### config.mk
export PLATFORM = sky130hd
export DESIGN_NAME = rvm_ctrl_fsm
export DESIGN_NICKNAME = d
export VERILOG_FILES = /design/src/rtl/rvm_ctrl_fsm.sv
export SDC_FILE = /design/constraint.sdc
export NUM_CORES = 1
export LEC_CHECK = 0
export CAP_MARGIN = 20
export CORE_ASPECT_RATIO = 1.5
export CORE_MARGIN = 2
export CORE_UTILIZATION = 46
export CTS_BUF_LIST = sky130_fd_sc_hd__clkbuf_8
export CTS_CLUSTER_SIZE = 10
export DETAILED_ROUTE_END_ITERATION = 16
export PLACE_DENSITY = 0.75
export RECOVER_POWER = 25
export SLEW_MARGIN = 20
export SYNTH_ARGS = -nofsm -noshare
export SYNTH_HDL_FRONTEND = slang
export SYNTH_SLANG_ARGS = --single-unit
### constraint.sdc
create_clock -name clk -period 2.15 [get_ports clk]
set_input_delay 0.43 -clock clk [delete_from_list [all_inputs] [get_ports clk]]
set_output_delay 0.43 -clock clk [all_outputs]
set_load 0.02 [all_outputs]
### src/rtl/rvm_ctrl_fsm.sv
// rvm core multi-cycle control sequencer: fetch/decode/exec/mem/wb over one
// shared memory port, with bus timeout, variable-latency execute, traps and halt.
module rvm_ctrl_fsm #(
    parameter int MEM_TIMEOUT = 15,
    parameter int MDU_CYCLES  = 4,
    parameter int SW          = 4
) (
    input  logic          clk,
    input  logic          reset,
    output logic          mem_req,
    output logic          mem_wen,
    output logic          mem_sel_data,
    input  logic          mem_ack,
    input  logic          mem_err,
    input  logic          dec_load,
    input  logic          dec_store,
    input  logic          dec_multi,
    input  logic          dec_illegal,
    input  logic          dec_misalign,
    input  logic          dec_rd_wen,
    input  logic          irq_pending,
    input  logic          halt_req,
    output logic          ir_wen,
    output logic          pc_wen,
    output logic          rd_wen,
    output logic          trap,
    output logic [3:0]    trap_cause,
    output logic          halted,
    output logic [SW-1:0] dbg_state
);

    localparam int WW = (MEM_TIMEOUT > 1) ? $clog2(MEM_TIMEOUT) : 1;

    typedef enum logic [2:0] {
        S_RST    = 3'd0,
        S_FETCH  = 3'd1,
        S_DECODE = 3'd2,
        S_MEM    = 3'd3,
        S_EXEC   = 3'd4,
        S_WB     = 3'd5,
        S_TRAP   = 3'd6,
        S_HALT   = 3'd7
    } state_t;

    state_t        state, state_n;
    logic [WW-1:0] wait_cnt;
    logic [7:0]    exec_cnt;
    logic [3:0]    cause_n;
    logic          in_bus, tmo, done, fault;

    assign in_bus = (state == S_FETCH) || (state == S_MEM);
    assign done   = mem_ack & ~mem_err;

    // A stall that would bring wait_cnt up to MEM_TIMEOUT counts as a bus error
    generate
        if (MEM_TIMEOUT == 0) begin : g_no_tmo
            assign tmo = 1'b0;
        end else begin : g_tmo
            assign tmo = (wait_cnt == WW'(MEM_TIMEOUT - 1));
        end
    endgenerate

    assign fault = mem_err | (~mem_ack & tmo);

    always_ff @(posedge clk) begin
        if (reset) begin
            state      <= S_RST;
            wait_cnt   <= '0;
            exec_cnt   <= '0;
            trap_cause <= '0;
        end else begin
            state <= state_n;
            if (in_bus && !mem_ack && !fault)
                wait_cnt <= wait_cnt + 1'b1;
            else
                wait_cnt <= '0;
            if (state_n == S_EXEC && state != S_EXEC)
                exec_cnt <= 8'(MDU_CYCLES - 1);
            else if (state == S_EXEC)
                exec_cnt <= exec_cnt - 8'd1;
            if (state_n == S_TRAP)
                trap_cause <= cause_n;
        end
    end

    always_comb begin
        state_n = state;
        cause_n = trap_cause;
        unique case (state)
            S_RST: state_n = S_FETCH;
            S_FETCH: begin
                if (fault) begin
                    state_n = S_TRAP;
                    cause_n = 4'd1;
                end else if (mem_ack) begin
                    state_n = S_DECODE;
                end
            end
            S_DECODE: begin
                if (dec_illegal) begin
                    state_n = S_TRAP;
                    cause_n = 4'd2;
                end else if (dec_load && dec_misalign) begin
                    state_n = S_TRAP;
                    cause_n = 4'd4;
                end else if (dec_store && dec_misalign) begin
                    state_n = S_TRAP;
                    cause_n = 4'd6;
                end else if (dec_load || dec_store) begin
                    state_n = S_MEM;
                end else if (dec_multi) begin
                    state_n = S_EXEC;
                end else begin
                    state_n = S_WB;
                end
            end
            S_MEM: begin
                if (fault) begin
                    state_n = S_TRAP;
                    cause_n = dec_store ? 4'd7 : 4'd5;
                end else if (mem_ack) begin
                    state_n = S_WB;
                end
            end
            S_EXEC: if (exec_cnt == 8'd0) state_n = S_WB;
            S_WB: begin
                if (halt_req) begin
                    state_n = S_HALT;
                end else if (irq_pending) begin
                    state_n = S_TRAP;
                    cause_n = 4'd11;
                end else begin
                    state_n = S_FETCH;
                end
            end
            S_TRAP: state_n = halt_req ? S_HALT : S_FETCH;
            S_HALT: if (!halt_req) state_n = S_FETCH;
            default: state_n = S_RST;
        endcase
    end

    assign mem_req      = in_bus;
    assign mem_wen      = (state == S_MEM) & dec_store;
    assign mem_sel_data = (state == S_MEM);
    assign ir_wen       = (state == S_FETCH) & done;
    assign pc_wen       = (state == S_WB) | (state == S_TRAP);
    assign rd_wen       = (state == S_WB) & dec_rd_wen & ~dec_store;
    assign trap         = (state == S_TRAP);
    assign halted       = (state == S_HALT);
    assign dbg_state    = SW'(state);

endmodule
==> summary.txt <==
post-DR vias/cell: 6.03
# fillers: 218
Max Clock Skew: 0.00781 ns
CTS sink count: 19
overall power: 1.97 mW
Worst Setup End Kind: primary output
number of synthesized register bits: 19
final hold viol count: 0
routed vias: 1273
fin crit share: 0.970
syn nets: 162
H-tree depth: 1
reg2reg setup slack: 0.25 ns
CTS tree: built
synthesis-to-finish area growth: 37.0%
Pre-antenna DRT Iters: 5
minimum clock period: 2.09 ns
Post-layout nets: 204
GRT Util Overall: 0.235
cells along the critical path: nand2b_1, inv_2, and2_1, clkdlybuf4s50_1
Cell variety after synth: 45
core footprint: 2450 um^2
vias in the first global route: 1286
commonest non-fill, non-tap cells in the layout: buf_4, dfxtp_1, clkdlybuf4s50_1, nor2_1
DIE AREA: 3040 um^2
buffers added on ports: 26
Post-Syn Instances: 146
slowest CP cell: clkdlybuf4s50_1
leakage: 0.669 nW
routability cong.: 0.941
arrival time at the worst endpoint: 1.66 ns
final WL: 3130 um
Buf/Inv on CP: 2
first-pass GRT wire length: 5420 um
design area: 1640 um^2
Worst Hold Class: register to register
fraction of layout cells with a size suffix above 1: 0.155
sequential area share after synthesis: 0.318
area post-placement: 1600 um^2
hold_buf cts: 0
post-detail-place hpwl: 2520 um
WS Path Type: register to primary output
Rows: 22
Die Span X: 45.7 um
Worst EP required: 1.72 ns
Avg Cell Area, Syn: 8.20 um^2
Max Cap Viol: 0
Die Ht: 66.5 um
Avg WL per Cell: 14.8 um
DRT antenna net count: 0
setup TNS: 0 ns
Setup Viol. Count Final: 0
worst-margin pin slew: 0.507 ns
CP top delay family: buffers and inverters
Skew-Pair Late Insertion Delay: 0.25 ns
Max IR drop VDD: 0.807 mV
DR DRC count: 0
CTS root buf: clkbuf_8
post-cts sizing count: 5
RSZ-0062 raised after global routing: false
Max Transition Viols Final: 0
largest net degree at the start of global routing: 13
most common cell after layout, fill and taps aside: buf_4
TritonCTS Buffers: 3
Startpoint Class: register
total congestion overflow: 0
Synth Cell Area: 1200 um^2
worst rel slew slack: 0.659
Pwr Density: 1200 nW/um^2
number of enable flip-flop cells after synthesis: 0
starting density of the core: 0.489
Slowest Stage Delay on Critical Path: 0.60 ns
Max Clk Rate: 479 MHz
# diodes: 0
synth warn: 0
CTS clock-pin slew for the worst setup and hold paths: 0.08 ns
Setup Fix Bufs, Post-CTS: 0
Initial DRC Count: 46
asr flop ratio synth: 0
main flop type after synthesis: dfxtp_1
initial antenna violation count: 0
CTS max path bufs: 2
crit-path max FO: 9
IO Pins: 28
status: finished, final reports clean
WHS: 0.468 ns
## tightest hold or removal path: cells and delay by family (launching register included)
kind / cells / cell delay [ns]
DFF: 1 / 0.31
AOI/OAI and AO/OA: 1 / 0.05
and+or+nand+nor: 1 / 0.07
## final timing paths
kind | startpoint | endpoint | cells after the start
worst max-delay path | state[2]$_SDFF_PP0_ | mem_sel_data | 4
worst min-delay path | trap_cause[3]$_SDFFE_PP0P_ | trap_cause[3]$_SDFFE_PP0P_ | 2
worst max register to register | state[1]$_SDFF_PP0_ | trap_cause[3]$_SDFFE_PP0P_ | 5
worst min register to register | trap_cause[3]$_SDFFE_PP0P_ | trap_cause[3]$_SDFFE_PP0P_ | 2
## final cells by class
class,instances,area [um^2],share of cell area
repair buffers,48,417,0.254
multi-input cells,109,739,0.451
clock buffers,3,41.3,0.0252
clock inverters,1,3.75,0.00229
inverters,7,26.3,0.0160
well taps,24,30.0,0.0183
flip-flops and latches,19,383,0.233
## flip-flops by register name (all words and copies together) (netlist names)
name / count
state: 3
exec_cnt: 8
trap_cause: 4
wait_cnt: 4
## report_power, final
part | total (mW) | switching [mW] | internal, mW
registers | 0.551 | 0.107 | 0.444
logic | 1.18 | 0.638 | 0.537
clock network | 0.243 | 0.116 | 0.127
## stage by stage
| step | utilization | setup slack, ns | cells |
|---|---|---|---|
| after floorplan | - | 0.163 | 146 |
| after global placement | 0.654 | -0.0630 | 207 |
| after detailed placement | 0.654 | -0.0879 | 207 |
| after CTS | 0.672 | 0.0533 | 211 |
| after global routing | 0.670 | 0.00603 | 211 |
| final | 0.670 | 0.0644 | 211 |
## per-layer routing
layer	track usage	wire length, um	vias to the layer above	share of wire
met5	0	0	-	0
met2	0.414	1690	28	0.54
met3	0.0325	102	6	0.033
met4	0.0735	42	0	0.013
met1	0.281	1290	611	0.41
li1	-	-	628	-
## cell families after synthesis
family	share of synthesized area
other cells	0.00313
buf+inv	0.0648
xor+xnor	0.0658
fa+ha+maj	0.0418
flops	0.318
simple gates	0.283
compound gates	0.224
## cell usage after synthesis, types with 2 or more instances
master / count / area (um^2)
buf_2: 5 / 25.0
or3_1: 2 / 12.5
and2_1: 2 / 12.5
nor4b_1: 2 / 17.5
ha_1: 4 / 50.1
o211ai_1: 2 / 15.0
o21ai_0: 8 / 40.0
nand4_1: 3 / 18.8
a31oi_1: 3 / 18.8
a211o_1: 2 / 17.5
a21oi_1: 8 / 40.0
nor2_1: 14 / 52.6
nor4_1: 3 / 18.8
nand3b_1: 2 / 15.0
nand3_1: 4 / 20.0
and3_1: 5 / 31.3
clkbuf_1: 5 / 18.8
xor2_1: 7 / 61.3
a311oi_1: 8 / 70.1
nor2b_1: 2 / 12.5
nand2b_1: 4 / 25.0
nand2_1: 3 / 11.3
dfxtp_1: 19 / 380
inv_1: 6 / 22.5
xnor2_1: 2 / 17.5
nor3b_2: 2 / 25.0
Note: power is estimated with default switching activity, not from simulation.
